<file path="config.mk">
export PLATFORM = sky130hd
export DESIGN_NAME = id_ex_register_flat
export DESIGN_NICKNAME = d
export VERILOG_FILES = /design/src/rtl/musa_pkg.sv /design/src/rtl/id_ex_register_if.sv /design/src/rtl/id_ex_register_load_use_detect.sv /design/src/rtl/id_ex_register.sv /design/src/flat_wrapper.sv
export SDC_FILE = /design/constraint.sdc
export NUM_CORES = 1
export LEC_CHECK = 0
export CORE_MARGIN = 1
export CORE_UTILIZATION = 37
export DETAILED_ROUTE_END_ITERATION = 16
export PLACE_DENSITY = 0.77
export SETUP_SLACK_MARGIN = 0.2
export SLEW_MARGIN = 10
export SYNTH_ARGS = -nofsm -noshare
export SYNTH_HDL_FRONTEND = slang
export SYNTH_SLANG_ARGS = --single-unit
</file>
<file path="constraint.sdc">
create_clock -name clk -period 1.9 [get_ports clk]
set_input_delay 0.38 -clock clk [delete_from_list [all_inputs] [get_ports clk]]
set_output_delay 0.38 -clock clk [all_outputs]
set_load 0.02 [all_outputs]
</file>
<file path="src/rtl/musa_pkg.sv">
// rtl/musa_pkg.sv - shared MUSA core types and defaults
package musa_pkg;

  localparam int DATA_WIDTH_DEFAULT     = 32;
  localparam int REG_ADDR_WIDTH_DEFAULT = 5;

  typedef enum logic [3:0] {
    ALU_ADD = 4'd0,
    ALU_SUB = 4'd1,
    ALU_AND = 4'd2,
    ALU_OR  = 4'd3,
    ALU_XOR = 4'd4,
    ALU_SLT = 4'd5,
    ALU_SLL = 4'd6,
    ALU_SRL = 4'd7,
    ALU_SRA = 4'd8,
    ALU_NOR = 4'd9,
    ALU_LUI = 4'd10
  } alu_op_e;

  typedef struct packed {
    logic       reg_write;
    logic       mem_read;
    logic       mem_write;
    logic       alu_src;
    logic [3:0] alu_op;
  } id_ex_ctrl_t;

endpackage

</file>
<file path="src/rtl/id_ex_register_if.sv">
// rtl/id_ex_register_if.sv - ID/EX pipeline register bundle
interface id_ex_register_if
  import musa_pkg::*;
#(
  parameter int DATA_WIDTH     = DATA_WIDTH_DEFAULT,
  parameter int REG_ADDR_WIDTH = REG_ADDR_WIDTH_DEFAULT
);
  logic                      id_valid;
  logic [DATA_WIDTH-1:0]     id_pc;
  logic [DATA_WIDTH-1:0]     id_imm;
  logic [REG_ADDR_WIDTH-1:0] id_rs;
  logic [REG_ADDR_WIDTH-1:0] id_rt;
  logic [REG_ADDR_WIDTH-1:0] id_rd;
  logic [DATA_WIDTH-1:0]     ReadData1;
  logic [DATA_WIDTH-1:0]     ReadData2;
  logic                      id_reg_write;
  logic                      id_mem_read;
  logic                      id_mem_write;
  logic                      id_alu_src;
  logic                      id_reg_dst;
  logic [3:0]                id_alu_op;
  logic                      wb_reg_write;
  logic [REG_ADDR_WIDTH-1:0] wb_write_register;
  logic [DATA_WIDTH-1:0]     wb_write_data;
  logic                      flush;
  logic                      ex_hold;
  logic                      ex_valid;
  logic [DATA_WIDTH-1:0]     ex_pc;
  logic [DATA_WIDTH-1:0]     ex_imm;
  logic [DATA_WIDTH-1:0]     ex_op_a;
  logic [DATA_WIDTH-1:0]     ex_op_b;
  logic [REG_ADDR_WIDTH-1:0] ex_rs;
  logic [REG_ADDR_WIDTH-1:0] ex_rt;
  logic [REG_ADDR_WIDTH-1:0] ex_dest;
  logic                      ex_reg_write;
  logic                      ex_mem_read;
  logic                      ex_mem_write;
  logic                      ex_alu_src;
  logic [3:0]                ex_alu_op;
  logic                      id_stall;
  logic [31:0]               bubble_count;

  modport master (
    output id_valid, id_pc, id_imm, id_rs, id_rt, id_rd, ReadData1, ReadData2,
           id_reg_write, id_mem_read, id_mem_write, id_alu_src, id_reg_dst, id_alu_op,
           wb_reg_write, wb_write_register, wb_write_data, flush, ex_hold,
    input  ex_valid, ex_pc, ex_imm, ex_op_a, ex_op_b, ex_rs, ex_rt, ex_dest,
           ex_reg_write, ex_mem_read, ex_mem_write, ex_alu_src, ex_alu_op,
           id_stall, bubble_count
  );

  modport slave (
    input  id_valid, id_pc, id_imm, id_rs, id_rt, id_rd, ReadData1, ReadData2,
           id_reg_write, id_mem_read, id_mem_write, id_alu_src, id_reg_dst, id_alu_op,
           wb_reg_write, wb_write_register, wb_write_data, flush, ex_hold,
    output ex_valid, ex_pc, ex_imm, ex_op_a, ex_op_b, ex_rs, ex_rt, ex_dest,
           ex_reg_write, ex_mem_read, ex_mem_write, ex_alu_src, ex_alu_op,
           id_stall, bubble_count
  );
endinterface

</file>
<file path="src/rtl/id_ex_register_load_use_detect.sv">
// rtl/id_ex_register_load_use_detect.sv - load-use hazard detector
module load_use_detect #(
  parameter int REG_ADDR_WIDTH = 5
) (
  input  logic                      ex_valid,
  input  logic                      ex_mem_read,
  input  logic [REG_ADDR_WIDTH-1:0] ex_dest,
  input  logic                      id_valid,
  input  logic [REG_ADDR_WIDTH-1:0] id_rs,
  input  logic [REG_ADDR_WIDTH-1:0] id_rt,
  output logic                      load_use
);
  // A load in EX whose result ID needs cannot be bypassed in time; register 0 never counts
  assign load_use = id_valid && ex_valid && ex_mem_read && (ex_dest != '0) &&
                    ((ex_dest == id_rs) || (ex_dest == id_rt));
endmodule

</file>
<file path="src/rtl/id_ex_register.sv">
// rtl/id_ex_register.sv - ID/EX pipeline register with WB bypass and load-use bubble
module id_ex_register
  import musa_pkg::*;
#(
  parameter int DATA_WIDTH     = DATA_WIDTH_DEFAULT,
  parameter int REG_ADDR_WIDTH = REG_ADDR_WIDTH_DEFAULT
) (
  input logic             clk,
  input logic             reset,
  id_ex_register_if.slave bus
);
  logic                      ex_valid_q;
  logic [DATA_WIDTH-1:0]     pc_q, imm_q, op_a_q, op_b_q;
  logic [REG_ADDR_WIDTH-1:0] rs_q, rt_q, dest_q;
  id_ex_ctrl_t               ctrl_q;
  id_ex_ctrl_t               id_ctrl;
  logic [31:0]               bubble_q;
  logic                      load_use;
  logic                      insert_clear;

  // Register 0 reads as zero; a same-cycle WB write to the source wins over stale RF data
  function automatic logic [DATA_WIDTH-1:0] select_operand(
    input logic                      wb_en,
    input logic [REG_ADDR_WIDTH-1:0] wb_idx,
    input logic [DATA_WIDTH-1:0]     wb_data,
    input logic [REG_ADDR_WIDTH-1:0] idx,
    input logic [DATA_WIDTH-1:0]     rf_data
  );
    if (idx == '0) return '0;
    if (wb_en && (wb_idx == idx)) return wb_data;
    return rf_data;
  endfunction

  load_use_detect #(.REG_ADDR_WIDTH(REG_ADDR_WIDTH)) u_load_use_detect (
    .ex_valid    (ex_valid_q),
    .ex_mem_read (ctrl_q.mem_read),
    .ex_dest     (dest_q),
    .id_valid    (bus.id_valid),
    .id_rs       (bus.id_rs),
    .id_rt       (bus.id_rt),
    .load_use    (load_use)
  );

  assign id_ctrl = '{reg_write: bus.id_reg_write, mem_read: bus.id_mem_read,
                     mem_write: bus.id_mem_write, alu_src: bus.id_alu_src,
                     alu_op: bus.id_alu_op};

  // Flush beats hold; a hazard only bubbles once EX is free to accept it
  assign insert_clear = bus.flush || (!bus.ex_hold && load_use);
  assign bus.id_stall = (bus.ex_hold || load_use) && !bus.flush;

  // Pipeline state: clear on flush/bubble, freeze on hold, otherwise capture ID
  always_ff @(posedge clk or negedge reset) begin
    if (!reset) begin
      ex_valid_q <= 1'b0;
      pc_q       <= '0;
      imm_q      <= '0;
      op_a_q     <= '0;
      op_b_q     <= '0;
      rs_q       <= '0;
      rt_q       <= '0;
      dest_q     <= '0;
      ctrl_q     <= '0;
      bubble_q   <= '0;
    end else if (insert_clear) begin
      ex_valid_q <= 1'b0;
      pc_q       <= '0;
      imm_q      <= '0;
      op_a_q     <= '0;
      op_b_q     <= '0;
      rs_q       <= '0;
      rt_q       <= '0;
      dest_q     <= '0;
      ctrl_q     <= '0;
      if (!bus.flush && (bubble_q != 32'hFFFF_FFFF)) bubble_q <= bubble_q + 32'd1;
    end else if (!bus.ex_hold) begin
      ex_valid_q <= bus.id_valid;
      pc_q       <= bus.id_pc;
      imm_q      <= bus.id_imm;
      op_a_q     <= select_operand(bus.wb_reg_write, bus.wb_write_register,
                                   bus.wb_write_data, bus.id_rs, bus.ReadData1);
      op_b_q     <= select_operand(bus.wb_reg_write, bus.wb_write_register,
                                   bus.wb_write_data, bus.id_rt, bus.ReadData2);
      rs_q       <= bus.id_rs;
      rt_q       <= bus.id_rt;
      dest_q     <= bus.id_reg_dst ? bus.id_rd : bus.id_rt;
      ctrl_q     <= id_ctrl;
    end
  end

  assign bus.ex_valid     = ex_valid_q;
  assign bus.ex_pc        = pc_q;
  assign bus.ex_imm       = imm_q;
  assign bus.ex_op_a      = op_a_q;
  assign bus.ex_op_b      = op_b_q;
  assign bus.ex_rs        = rs_q;
  assign bus.ex_rt        = rt_q;
  assign bus.ex_dest      = dest_q;
  assign bus.ex_reg_write = ctrl_q.reg_write;
  assign bus.ex_mem_read  = ctrl_q.mem_read;
  assign bus.ex_mem_write = ctrl_q.mem_write;
  assign bus.ex_alu_src   = ctrl_q.alu_src;
  assign bus.ex_alu_op    = ctrl_q.alu_op;
  assign bus.bubble_count = bubble_q;
endmodule

</file>
<file path="src/flat_wrapper.sv">
// flat-port wrapper written by rule: the top's interface ports become plain ports
module id_ex_register_flat import musa_pkg::*;
#(
  parameter int DATA_WIDTH     = DATA_WIDTH_DEFAULT,
  parameter int REG_ADDR_WIDTH = REG_ADDR_WIDTH_DEFAULT
)
  (clk, reset, bus_id_valid, bus_id_pc, bus_id_imm, bus_id_rs, bus_id_rt, bus_id_rd, bus_ReadData1, bus_ReadData2, bus_id_reg_write, bus_id_mem_read, bus_id_mem_write, bus_id_alu_src, bus_id_reg_dst, bus_id_alu_op, bus_wb_reg_write, bus_wb_write_register, bus_wb_write_data, bus_flush, bus_ex_hold, bus_ex_valid, bus_ex_pc, bus_ex_imm, bus_ex_op_a, bus_ex_op_b, bus_ex_rs, bus_ex_rt, bus_ex_dest, bus_ex_reg_write, bus_ex_mem_read, bus_ex_mem_write, bus_ex_alu_src, bus_ex_alu_op, bus_id_stall, bus_bubble_count);
  id_ex_register_if #(.DATA_WIDTH(DATA_WIDTH), .REG_ADDR_WIDTH(REG_ADDR_WIDTH)) bus_i ();
  input logic clk;
  input logic reset;
  input wire logic [$bits(bus_i.id_valid)-1:0] bus_id_valid;
  input wire logic [$bits(bus_i.id_pc)-1:0] bus_id_pc;
  input wire logic [$bits(bus_i.id_imm)-1:0] bus_id_imm;
  input wire logic [$bits(bus_i.id_rs)-1:0] bus_id_rs;
  input wire logic [$bits(bus_i.id_rt)-1:0] bus_id_rt;
  input wire logic [$bits(bus_i.id_rd)-1:0] bus_id_rd;
  input wire logic [$bits(bus_i.ReadData1)-1:0] bus_ReadData1;
  input wire logic [$bits(bus_i.ReadData2)-1:0] bus_ReadData2;
  input wire logic [$bits(bus_i.id_reg_write)-1:0] bus_id_reg_write;
  input wire logic [$bits(bus_i.id_mem_read)-1:0] bus_id_mem_read;
  input wire logic [$bits(bus_i.id_mem_write)-1:0] bus_id_mem_write;
  input wire logic [$bits(bus_i.id_alu_src)-1:0] bus_id_alu_src;
  input wire logic [$bits(bus_i.id_reg_dst)-1:0] bus_id_reg_dst;
  input wire logic [$bits(bus_i.id_alu_op)-1:0] bus_id_alu_op;
  input wire logic [$bits(bus_i.wb_reg_write)-1:0] bus_wb_reg_write;
  input wire logic [$bits(bus_i.wb_write_register)-1:0] bus_wb_write_register;
  input wire logic [$bits(bus_i.wb_write_data)-1:0] bus_wb_write_data;
  input wire logic [$bits(bus_i.flush)-1:0] bus_flush;
  input wire logic [$bits(bus_i.ex_hold)-1:0] bus_ex_hold;
  output wire logic [$bits(bus_i.ex_valid)-1:0] bus_ex_valid;
  output wire logic [$bits(bus_i.ex_pc)-1:0] bus_ex_pc;
  output wire logic [$bits(bus_i.ex_imm)-1:0] bus_ex_imm;
  output wire logic [$bits(bus_i.ex_op_a)-1:0] bus_ex_op_a;
  output wire logic [$bits(bus_i.ex_op_b)-1:0] bus_ex_op_b;
  output wire logic [$bits(bus_i.ex_rs)-1:0] bus_ex_rs;
  output wire logic [$bits(bus_i.ex_rt)-1:0] bus_ex_rt;
  output wire logic [$bits(bus_i.ex_dest)-1:0] bus_ex_dest;
  output wire logic [$bits(bus_i.ex_reg_write)-1:0] bus_ex_reg_write;
  output wire logic [$bits(bus_i.ex_mem_read)-1:0] bus_ex_mem_read;
  output wire logic [$bits(bus_i.ex_mem_write)-1:0] bus_ex_mem_write;
  output wire logic [$bits(bus_i.ex_alu_src)-1:0] bus_ex_alu_src;
  output wire logic [$bits(bus_i.ex_alu_op)-1:0] bus_ex_alu_op;
  output wire logic [$bits(bus_i.id_stall)-1:0] bus_id_stall;
  output wire logic [$bits(bus_i.bubble_count)-1:0] bus_bubble_count;
  assign bus_i.id_valid = bus_id_valid;
  assign bus_i.id_pc = bus_id_pc;
  assign bus_i.id_imm = bus_id_imm;
  assign bus_i.id_rs = bus_id_rs;
  assign bus_i.id_rt = bus_id_rt;
  assign bus_i.id_rd = bus_id_rd;
  assign bus_i.ReadData1 = bus_ReadData1;
  assign bus_i.ReadData2 = bus_ReadData2;
  assign bus_i.id_reg_write = bus_id_reg_write;
  assign bus_i.id_mem_read = bus_id_mem_read;
  assign bus_i.id_mem_write = bus_id_mem_write;
  assign bus_i.id_alu_src = bus_id_alu_src;
  assign bus_i.id_reg_dst = bus_id_reg_dst;
  assign bus_i.id_alu_op = bus_id_alu_op;
  assign bus_i.wb_reg_write = bus_wb_reg_write;
  assign bus_i.wb_write_register = bus_wb_write_register;
  assign bus_i.wb_write_data = bus_wb_write_data;
  assign bus_i.flush = bus_flush;
  assign bus_i.ex_hold = bus_ex_hold;
  assign bus_ex_valid = bus_i.ex_valid;
  assign bus_ex_pc = bus_i.ex_pc;
  assign bus_ex_imm = bus_i.ex_imm;
  assign bus_ex_op_a = bus_i.ex_op_a;
  assign bus_ex_op_b = bus_i.ex_op_b;
  assign bus_ex_rs = bus_i.ex_rs;
  assign bus_ex_rt = bus_i.ex_rt;
  assign bus_ex_dest = bus_i.ex_dest;
  assign bus_ex_reg_write = bus_i.ex_reg_write;
  assign bus_ex_mem_read = bus_i.ex_mem_read;
  assign bus_ex_mem_write = bus_i.ex_mem_write;
  assign bus_ex_alu_src = bus_i.ex_alu_src;
  assign bus_ex_alu_op = bus_i.ex_alu_op;
  assign bus_id_stall = bus_i.id_stall;
  assign bus_bubble_count = bus_i.bubble_count;
  id_ex_register #(.DATA_WIDTH(DATA_WIDTH), .REG_ADDR_WIDTH(REG_ADDR_WIDTH)) u_core (.clk(clk), .reset(reset), .bus(bus_i));
endmodule
</file>
==> run metrics <==
Reg-to-Reg Start u_core.bus.bubble_count[1]; buffers added on ports 379; critical path endpoint category primary output; end of the worst hold path u_core.bus.ex_rs[0]; crit path max fanout 3; via-per-instance ratio around 5.2; num rows 53; CTS tree built; commonest cells after routing, fill and taps aside 343 x sky130_fd_sc_hd__clkdlybuf4s50_1, 172 x sky130_fd_sc_hd__dfrtp_1, 88 x sky130_fd_sc_hd__a22o_1; Slew headroom a little over two thirds; cell with the largest stage delay on the worst path sky130_fd_sc_hd__dfrtp_2; remaining global-route overflow 0; Pwr per Cell Area roughly 670 mW/mm2; pin slew with the least headroom to its limit roughly 440 ps; Die Footprint between 0.02 and 0.025 mm2; sum of met3 wire segment lengths after detailed routing approximately 2.3 mm; number of buffers created by CTS 17; growth of design area from synthesis to finish 85.32%; cell depth of the worst setup path 6; number of cells on the worst reg-to-reg path 10; maximum number of pins on one net before global-route repair 48; VDD IR-drop max roughly 0.56 mV; register clock-pin slew on the reported worst setup and hold paths around 70 ps; Placed Cells incl. Taps approximately 1400; detailed-routing iteration count for the pre-antenna-repair pass 5; setup slack at placement -652.3 ps; remaining antenna violation count after routing 0; length of routed wiring on met1 11.50 mm; category of the most critical setup path flop to primary output; synthesized cell area 0.007878 mm2; Setup Viol. Count Final ~180; startpoint of the worst hold path bus_id_rs[0]; synthesized netlist cell count 671; Routed met2 length roughly 15 mm; max capacitance violation total 0; GR Util All Layers a little over a quarter; sum of net half-perimeters after detailed placement between 20 and 25 mm; share of the clock period used by the worst path 110.9%; failing checks negative setup slack; Clk network pwr share about 37%; Max Clk Rate approximately 0.47 GHz; Worst Skew approximately 8.8 ps; I/O Pins 380; Placeable Area 0.02096 mm2; vias in the first global route 7744; startpoint type of the worst setup path flop; kind of path behind the tightest hold check input pin to flop; total vias in the final route ~7500; setup repair after global routing missed its margin yes; worst path buffer plus inverter count 1; count of final hold-check violations 0; WP data required around 1500 ps; total nets after synthesis just under 900; fin. max-slew vios 0; share of layout cells above drive strength 1 a little under a quarter; Avg Synthesized Cell Area about 12 um2; Initial Util between 30 and 40%; end-of-flow core utilization 69.67%; Iter 0 DRT Violations around 360; uppermost signal routing layer after detailed routing met4; outcome finished, violations left; Die Ht between 100 and 150 um; non-filler cells, final 1449; combinational fraction of design power 19.6%; drt wl/cell 20.77 um; switching power of the nets roughly 2.6 mW; placed inst area roughly 0.013 mm2; FILL cells between 1000 and 1500; cell-internal power just over 7 mW; register bit count reported by yosys 184; critical path's largest stage delay about 450 ps; wirelength, routed between 30 and 40 mm; Clock Tree Buf Depth 2; final critical-path setup slack -207.7 ps; Worst Hold Depth 3; Period minus WS final ~2100 ps; Lkg Pwr 6.472 nW; register-to-register path setup slack -200 ps; power share of the sequential group approximately 43%; global-route wire length before repair 43.50 mm; CTS H-Tree Depth 4; Post-Layout Inst Area 0.01460 mm2; endpoint of the most critical register-to-register path u_core.bus.bubble_count[5]; proportion of total power due to net switching 26.17%; routability cong. roughly 0.84; Final nets 1352; number of antenna violations at the first check in global routing 5; clk root buf sky130_fd_sc_hd__clkbuf_16; setup total negative slack -16810 ps; CP cell instances xnor2_1, nand3_2, o22ai_4, a21oi_2, nor2_2, buf_6; number of clock sinks seen by CTS between 150 and 200; width of the die roughly 150 um; Data arrival, critical path around 1700 ps; residual DRC count 0; number of distinct standard cells referenced by the synthesized netlist 34; source-to-sink clock delay at the later pin of the worst-skew pair around 430 ps; CP top delay family flip-flops; most frequent standard cell in the layout excluding fill and tap cells sky130_fd_sc_hd__clkdlybuf4s50_1; sequential element share of the synthesized area 58.45%; number of warning messages in the yosys log 0
registers in the layout, summed over array words and instances (netlist names), 4 cells and up:
register	cells
u_core.bus.ex_alu_op	4
u_core.bus.ex_op_b	32
u_core.bus.bubble_count	32
u_core.bus.ex_imm	32
u_core.bus.ex_rs	5
u_core.bus.ex_rt	5
u_core.bus.ex_op_a	32
u_core.bus.ex_dest	5
u_core.bus.ex_pc	32
Yosys cell counts:
cell type | number | area [um2]
sky130_fd_sc_hd__ha_1 | 1 | 12.51
sky130_fd_sc_hd__and3_1 | 6 | 37.54
sky130_fd_sc_hd__nor2b_1 | 1 | 6.260
sky130_fd_sc_hd__nor3b_2 | 1 | 12.51
sky130_fd_sc_hd__dfrtp_1 | 184 | 4604
sky130_fd_sc_hd__nor4_1 | 7 | 43.79
sky130_fd_sc_hd__a211oi_2 | 1 | 12.51
sky130_fd_sc_hd__xnor2_1 | 18 | 157.7
sky130_fd_sc_hd__o21ai_0 | 4 | 20.02
sky130_fd_sc_hd__nor4_2 | 1 | 12.51
sky130_fd_sc_hd__o21ai_1 | 62 | 310.3
sky130_fd_sc_hd__o22ai_2 | 1 | 12.51
sky130_fd_sc_hd__nand4_1 | 6 | 37.54
sky130_fd_sc_hd__inv_1 | 5 | 18.77
sky130_fd_sc_hd__mux2i_1 | 64 | 640.6
sky130_fd_sc_hd__nand3_2 | 2 | 20.02
sky130_fd_sc_hd__nor4_4 | 1 | 21.27
sky130_fd_sc_hd__buf_6 | 1 | 11.26
sky130_fd_sc_hd__or3_1 | 1 | 6.260
sky130_fd_sc_hd__nand3_1 | 19 | 95.09
sky130_fd_sc_hd__buf_4 | 2 | 15.01
sky130_fd_sc_hd__clkbuf_1 | 31 | 116.4
sky130_fd_sc_hd__buf_2 | 7 | 35.03
sky130_fd_sc_hd__nor3b_1 | 1 | 7.510
sky130_fd_sc_hd__mux2_2 | 6 | 67.56
sky130_fd_sc_hd__nor4b_2 | 1 | 15.01
sky130_fd_sc_hd__a21oi_1 | 2 | 10.01
sky130_fd_sc_hd__nand2_1 | 81 | 304.0
sky130_fd_sc_hd__nor2_2 | 1 | 6.260
sky130_fd_sc_hd__nor3_1 | 16 | 80.08
sky130_fd_sc_hd__or4_1 | 2 | 15.01
sky130_fd_sc_hd__xor2_1 | 33 | 289.0
sky130_fd_sc_hd__nor2_1 | 14 | 52.55
sky130_fd_sc_hd__a22o_1 | 88 | 770.7
stage by stage:
| stage | power (mW) | hold WS (ps) |
|---|---|---|
| finish | 9.758 | 444.2 |
| global route | 10.11 | 451.6 |
| CTS | 9.707 | 468.6 |
| detailed placement | 6.041 | 368.6 |
| global placement | 6.023 | 370.1 |
| floorplan | 4.897 | 84.41 |
power groups by stage:
stage,logic (mW),clock network [mW],registers (mW)
2_1_floorplan,0.382,0,4.51
3_3_place_gp,1.73,0,4.29
3_5_place_dp,1.75,0,4.29
4_1_cts,1.85,3.63,4.22
5_1_grt,2.02,3.85,4.25
6_report,1.91,3.62,4.23
worst min-delay path, delay by kind of cell:
| family | cells | cell delay (ps) |
|---|---|---|
| AO/OA/AOI/OAI | 1 | 130 |
| buffers and inverters | 2 | 320 |
worst max-delay path by stage:
stage / to / slack [ps] / start
floorplan: u_core.bus.bubble_count[1] / -40 / u_core.bus.bubble_count[0]
global placement: bus_id_stall / -640 / bus_id_rs[2]
detailed placement: bus_id_stall / -650 / bus_id_rs[4]
CTS: bus_id_stall / -220 / u_core.bus.ex_dest[0]
global route: u_core.bus.bubble_count[5] / -300 / u_core.bus.bubble_count[0]
finish: bus_id_stall / -210 / u_core.bus.ex_dest[2]
metal layers:
layer | GRT usage [%] | up-vias
met3 | 7.222 | 63
li1 | - | 3389
met4 | 12.37 | 0
met5 | 0 | -
met1 | 30.59 | 3695
met2 | 45.31 | 349
area by class of cell:
| type | instances | area (um2) | area share (%) |
|---|---|---|---|
| timing repair buffer | 507 | 5328 | 36.49 |
| sequential | 184 | 4619 | 31.64 |
| multi-input combinational | 441 | 3684 | 25.23 |
| clock buffer | 21 | 470.5 | 3.222 |
| tap | 275 | 344.1 | 2.357 |
| clock inverter | 10 | 120.1 | 0.8228 |
| inverter | 5 | 18.77 | 0.1286 |
| antenna | 6 | 15.01 | 0.1028 |
kinds of logic after synthesis:
kind of cell | after synthesis | synth area share [%]
compound gates | 158 | 14.42
mux | 70 | 8.990
buf+inv | 46 | 2.494
simple gates | 161 | 9.816
xor+xnor | 51 | 5.670
fa+ha+maj | 1 | 0.1588
flops | 184 | 58.45
what timing repair did:
action                                  4_1_cts  5_1_grt
endpoints found under the hold margin        40        0
setup buffers                                17       14
hold buffers                                  1        0
endpoints found under the setup margin      368      362
cloned                                        8        2
pin swaps                                    26       31
gates resized for setup                     101       76
(Power assumes the default switching activity.)
